## src/rtl/hps_spi_master_if.sv

```systemverilog
// Host-side word handshake of the HPS SPI master: request/busy on the way in,
// received word with a one-cycle valid strobe on the way out.
interface hps_spi_master_if #(
  parameter int N = 16
) ();
  logic         start;
  logic         keep_cs;
  logic         cs_release;
  logic [N-1:0] tx_data;
  logic         busy;
  logic [N-1:0] rx_data;
  logic         rx_valid;

  modport master (
    output start, keep_cs, cs_release, tx_data,
    input  busy, rx_data, rx_valid
  );

  modport slave (
    input  start, keep_cs, cs_release, tx_data,
    output busy, rx_data, rx_valid
  );
endinterface

```

## src/rtl/hps_spi_master.sv

```systemverilog
// Mode-1 (CPOL=0, CPHA=1) SPI master, one N-bit word per start/busy handshake,
// with optional chip-select hold for multi-word bursts.
module hps_spi_master #(
  parameter int N       = 16,
  parameter int CLK_DIV = 2,
  parameter int CS_GAP  = 2
) (
  input  logic             sys_clk,
  input  logic             reset_n,
  hps_spi_master_if.slave  bus,
  output logic             spi_clk,
  output logic             spi_mosi,
  input  logic             spi_miso,
  output logic             spi_cs
);

  localparam int CNT_MAX = (CLK_DIV > CS_GAP) ? CLK_DIV : CS_GAP;
  localparam int CW      = $clog2(CNT_MAX + 1);
  localparam int BW      = $clog2(N + 1);

  typedef enum logic [2:0] {IDLE, SETUP, SHIFT, TAIL, GAP, HELD} state_t;

  state_t        state, next_state;
  logic [CW-1:0] cnt;
  logic [BW-1:0] bit_cnt;
  logic [N-1:0]  tx_sr;
  logic [N-1:0]  rx_sr;
  logic          keep_q;

  logic half_end, gap_end, accept, rise, fall, last_low, release_cs;

  always_comb begin
    half_end   = (cnt == CW'(CLK_DIV - 1));
    gap_end    = (cnt == CW'(CS_GAP - 1));
    accept     = ((state == IDLE) || (state == HELD)) && bus.start;
    release_cs = (state == HELD) && !bus.start && bus.cs_release;
    // The low half-period after the last falling edge still belongs to SHIFT,
    // so TAIL only starts once that half-period has elapsed.
    last_low   = (state == SHIFT) && half_end && !spi_clk && (bit_cnt == BW'(N));
    rise       = half_end && ((state == SETUP) ||
                 ((state == SHIFT) && !spi_clk && (bit_cnt != BW'(N))));
    fall       = (state == SHIFT) && half_end && spi_clk;

    next_state = state;
    case (state)
      IDLE:    if (accept) next_state = SETUP;
      SETUP:   if (half_end) next_state = SHIFT;
      SHIFT:   if (last_low) next_state = TAIL;
      TAIL:    if (half_end) next_state = keep_q ? HELD : GAP;
      GAP:     if (gap_end) next_state = IDLE;
      HELD: begin
        if (accept)          next_state = SETUP;
        else if (release_cs) next_state = GAP;
      end
      default: next_state = IDLE;
    endcase
  end

  assign bus.busy = !((state == IDLE) || (state == HELD));

  always_ff @(posedge sys_clk or negedge reset_n) begin
    if (!reset_n) state <= IDLE;
    else          state <= next_state;
  end

  // One divider serves both the half-period timing and the CS gap.
  always_ff @(posedge sys_clk or negedge reset_n) begin
    if (!reset_n) begin
      cnt <= '0;
    end else if ((next_state != state) || (state == IDLE) || (state == HELD) ||
                 ((state == SHIFT) && half_end)) begin
      cnt <= '0;
    end else begin
      cnt <= cnt + CW'(1);
    end
  end

  always_ff @(posedge sys_clk or negedge reset_n) begin
    if (!reset_n) begin
      bit_cnt      <= '0;
      tx_sr        <= '0;
      rx_sr        <= '0;
      keep_q       <= 1'b0;
      spi_clk      <= 1'b0;
      spi_mosi     <= 1'b0;
      spi_cs       <= 1'b1;
      bus.rx_valid <= 1'b0;
      bus.rx_data  <= '0;
    end else begin
      bus.rx_valid <= 1'b0;
      if (accept) begin
        tx_sr   <= bus.tx_data;
        keep_q  <= bus.keep_cs;
        bit_cnt <= '0;
        spi_cs  <= 1'b0;
      end
      if (rise) begin
        spi_clk  <= 1'b1;
        spi_mosi <= tx_sr[N-1];
        tx_sr    <= {tx_sr[N-2:0], 1'b0};
      end
      if (fall) begin
        spi_clk <= 1'b0;
        rx_sr   <= {rx_sr[N-2:0], spi_miso};
        bit_cnt <= bit_cnt + BW'(1);
      end
      if ((state == TAIL) && half_end) begin
        bus.rx_valid <= 1'b1;
        bus.rx_data  <= rx_sr;
        if (!keep_q) spi_cs <= 1'b1;
      end
      if (release_cs) spi_cs <= 1'b1;
    end
  end

endmodule

```

## src/flat_wrapper.sv

```systemverilog
// flat-port wrapper written by rule: the top's interface ports become plain ports
module hps_spi_master_flat 
#(
  parameter int N       = 16,
  parameter int CLK_DIV = 2,
  parameter int CS_GAP  = 2
)
  (sys_clk, reset_n, spi_clk, spi_mosi, spi_miso, spi_cs, bus_start, bus_keep_cs, bus_cs_release, bus_tx_data, bus_busy, bus_rx_data, bus_rx_valid);
  hps_spi_master_if #(.N(N)) bus_i ();
  input  logic sys_clk;
  input  logic reset_n;
  output logic spi_clk;
  output logic spi_mosi;
  input  logic spi_miso;
  output logic spi_cs;
  input wire logic [$bits(bus_i.start)-1:0] bus_start;
  input wire logic [$bits(bus_i.keep_cs)-1:0] bus_keep_cs;
  input wire logic [$bits(bus_i.cs_release)-1:0] bus_cs_release;
  input wire logic [$bits(bus_i.tx_data)-1:0] bus_tx_data;
  output wire logic [$bits(bus_i.busy)-1:0] bus_busy;
  output wire logic [$bits(bus_i.rx_data)-1:0] bus_rx_data;
  output wire logic [$bits(bus_i.rx_valid)-1:0] bus_rx_valid;
  assign bus_i.start = bus_start;
  assign bus_i.keep_cs = bus_keep_cs;
  assign bus_i.cs_release = bus_cs_release;
  assign bus_i.tx_data = bus_tx_data;
  assign bus_busy = bus_i.busy;
  assign bus_rx_data = bus_i.rx_data;
  assign bus_rx_valid = bus_i.rx_valid;
  hps_spi_master #(.N(N), .CLK_DIV(CLK_DIV), .CS_GAP(CS_GAP)) u_core (.sys_clk(sys_clk), .reset_n(reset_n), .bus(bus_i), .spi_clk(spi_clk), .spi_mosi(spi_mosi), .spi_miso(spi_miso), .spi_cs(spi_cs));
endmodule
```

## config.mk

```make
export PLATFORM = sky130hd
export DESIGN_NAME = hps_spi_master_flat
export DESIGN_NICKNAME = d
export VERILOG_FILES = /design/src/rtl/hps_spi_master_if.sv /design/src/rtl/hps_spi_master.sv /design/src/flat_wrapper.sv
export SDC_FILE = /design/constraint.sdc
export NUM_CORES = 1
export LEC_CHECK = 0
export BUFFER_PORTS_ARGS = -buffer_cell sky130_fd_sc_hd__buf_4
export CELL_PAD_IN_SITES_DETAIL_PLACEMENT = 2
export CELL_PAD_IN_SITES_GLOBAL_PLACEMENT = 2
export CORE_AREA = 5 5 112 82
export DETAILED_ROUTE_END_ITERATION = 8
export DIE_AREA = 0 0 117 87
export PLACE_DENSITY = 0.81
export SKIP_LAST_GASP = 1
export SLEW_MARGIN = 20
export SYNTH_ARGS = -nofsm -noshare
export SYNTH_HDL_FRONTEND = slang
export SYNTH_SLANG_ARGS = --single-unit
```

## constraint.sdc

```tcl
create_clock -name sys_clk -period 2 [get_ports sys_clk]
set_input_delay 0.2 -clock sys_clk [delete_from_list [all_inputs] [get_ports sys_clk]]
set_output_delay 0.2 -clock sys_clk [all_outputs]
set_load 0.005 [all_outputs]
```

==> impl_metrics.env <==
export IMPL_nFillCells=808
export IMPL_synth_adder_area_share=0.0138
export IMPL_powerDensity_nw_per_um2=1430
export IMPL_wire_per_inst_um=18.1
export IMPL_grt_use_total=0.147
export IMPL_dr_pass1_iters=4
export IMPL_slew_violations=0
export IMPL_path_clk_slew_ns=0.05
export IMPL_overflow=0
export IMPL_start_util=0.336
export IMPL_place_congestion=0.734
export IMPL_path_class="reg2reg"
export IMPL_critical_path_peak_fanout=7
export IMPL_cts_buffers=9
export IMPL_synth_cell_types=34
export IMPL_fin_worst_skew_ns=0.00486
export IMPL_clk_latency_ns=0.33
export IMPL_wirelength_um=6810
export IMPL_cts_buffer_depth=2
export IMPL_synth_top_family_by_area="multiplexers"
export IMPL_grt_pass1_wl_um=11200
export IMPL_cts_tree="built"
export IMPL_synth_seq_cells=63
export IMPL_antenna_found_initial=0
export IMPL_die_width_um=117
export IMPL_first_iter_violations=45
export IMPL_setup_viol_count_final=0
export IMPL_portBuffers=42
export IMPL_cts_sinks=63
export IMPL_antenna_cells=0
export IMPL_synth_simple_area_share=0.0844
export IMPL_grt_max_degree=64
export IMPL_syn2layout_area_growth_pct=31.4
export IMPL_ant_nets=0
export IMPL_holdWs_ns=0.0710
export IMPL_layout_commonest_cell="dfrtp_1"
export IMPL_min_period_ns=1.91
export IMPL_hpwl_um=4660
export IMPL_layout_nets=291
export IMPL_root_buffer="clkbuf_16"
export IMPL_h_tree_depth=3
export IMPL_min_path_type="in2reg"
export IMPL_finalCritPeriodShare=0.955
export IMPL_vdd_drop_max_uv=462
export IMPL_drt_vias_per_instance=4.94
export IMPL_syn_num_nets=230
export IMPL_core_area_um2=8130
export IMPL_drive_gt1_frac=0.439
export IMPL_ys_flop_type="dfrtp_1"
export IMPL_synth_area_um2=2730
export IMPL_std_cell_rows=28
export IMPL_drc=0
export IMPL_postSynthAreaPerCell_um2=13.3
export IMPL_cp_start_kind="register"
export IMPL_ys_seq_area_frac=0.578
export IMPL_r2r_cells=6
export IMPL_p_leak_nw=1.85
export IMPL_die_y_um=87
export IMPL_fmax_ghz=0.523
export IMPL_status="completed"
export IMPL_die_area_um2=10200
export IMPL_vias=1858
export IMPL_synth_warnings=0
export IMPL_worst_pin_slew_ns=0.807
export IMPL_required_ns=2.21
export IMPL_synthCells=205
export IMPL_final_cell_mix="dfrtp_1 (62), buf_4 (58), mux2_2 (36)"
export IMPL_ys_async_sr_fraction=1.00
export IMPL_drv_cap=0
export IMPL_post_route_util=0.441
export IMPL_hold_violations=0
export IMPL_synth_compound_area_frac=0.135
export IMPL_synth_xor_area_frac=0.00642
export IMPL_min_path_cells=3
export IMPL_grt_pass1_vias=2141
export IMPL_synth_edf_count=0
export IMPL_end_kind="register"
export IMPL_relSlewSlack=0.462
export IMPL_ios=43
export IMPL_rsz0062_at_grt="false"
export IMPL_power_mw=5.12
export IMPL_synth_area_mux_share=0.152
export IMPL_setup_tns_ns=0
export IMPL_arrival_ns=2.12
==> flip-flops by register name (all words and copies together), names as in the netlist <==
name                 count
u_core.bit_cnt           5
u_core.bus.rx_data      16
u_core.bus.rx_valid      1
u_core.cnt               2
u_core.keep_q            1
u_core.rx_sr            16
u_core.spi_clk           1
u_core.spi_cs            1
u_core.spi_mosi          1
u_core.state             3
u_core.tx_sr            16
==> metal layers <==
metal,routed length [um],global-route usage
met3,381,0.0493
met1,3060,0.184
met2,3270,0.235
met4,95,0.0563
met5,0,0
==> logic make-up (layout without fill, tap and decap cells) <==
kind of cell             after synthesis  count (layout)
multiplexers                          37              37
AO/OA/AOI/OAI                         47              47
buffers and inverters                 15              81
adder cells (fa/ha/maj)                3               3
AND/OR/NAND/NOR                       38              38
XOR/XNOR                               2               2
flip-flops                            63              63
==> what timing repair did <==
item | in CTS | in global routing
hold buffers | 1 | 0
setup endpoints to repair | 16 | 31
pin swaps | 1 | 1
setup buffers | 5 | 0
endpoints found under the hold margin | 39 | 0
resized for setup | 0 | 2
==> path summary, 6_finish.rpt <==
| kind | slack, ns | from | endpoint |
|---|---|---|---|
| worst min-delay path | 0.07 | bus_keep_cs | u_core.keep_q |
| worst max register to register | 0.09 | u_core.cnt[0] | u_core.rx_sr[6] |
| min in group asynchronous | 0.50 | reset_n | u_core.state[1] |
| worst min register to register | 0.45 | u_core.cnt[0] | u_core.cnt[0] |
| max in group asynchronous | 0.95 | reset_n | u_core.bus.rx_data[6] |
| worst max-delay path | 0.09 | u_core.cnt[0] | u_core.rx_sr[6] |
==> critical path, stage by stage, from the launching register on <==
cell and delay [ns]:
dfrtp_1 0.38, ha_1 0.24, buf_4 0.17, and4bb_2 0.25, nand2_2 0.20, buf_4 0.21
mux2_2 0.34
==> cell usage after synthesis (all sizes together) (2+ instances only) <==
master    n  share of area
nand4bb   2         0.0083
o21a      2         0.0055
nor3      3         0.0055
nor2b     3         0.0069
o21ai     7          0.013
nand2     9          0.013
mux2     36           0.15
nor2      6         0.0092
nand3     6          0.013
dfrtp    62           0.57
a21o     18          0.050
ha        3          0.014
nand2b    3         0.0069
a22o     17          0.055
inv       4         0.0055
buf      10          0.023
==> power by group <==
part	switching (mW)	internal (mW)	total, mW
clock	0.554	0.959	1.51
combinational	0.835	0.935	1.77
sequential	0.210	1.63	1.84
total	1.60	3.52	5.12
==> through the flow <==
step	cells	area [um^2]	setup WS [ns]
6_report	376	3580	0.0893
5_1_grt	376	3580	0.0144
4_1_cts	376	3570	0.0109
3_5_place_dp	354	3220	-0.0952
3_3_place_gp	354	3220	0.0269
2_1_floorplan	205	2730	0.174
==> cell type report <==
type	count	area, um^2	area share
clock buffers	10	229	0.0639
clock inverters	6	61.3	0.0171
flip-flops and latches	63	1580	0.440
multi-input cells	127	1080	0.303
repair buffers	61	485	0.135
well taps	105	131	0.0366
inverters	4	15.0	0.00419
No activity file was read; power rests on OpenSTA's default activity.
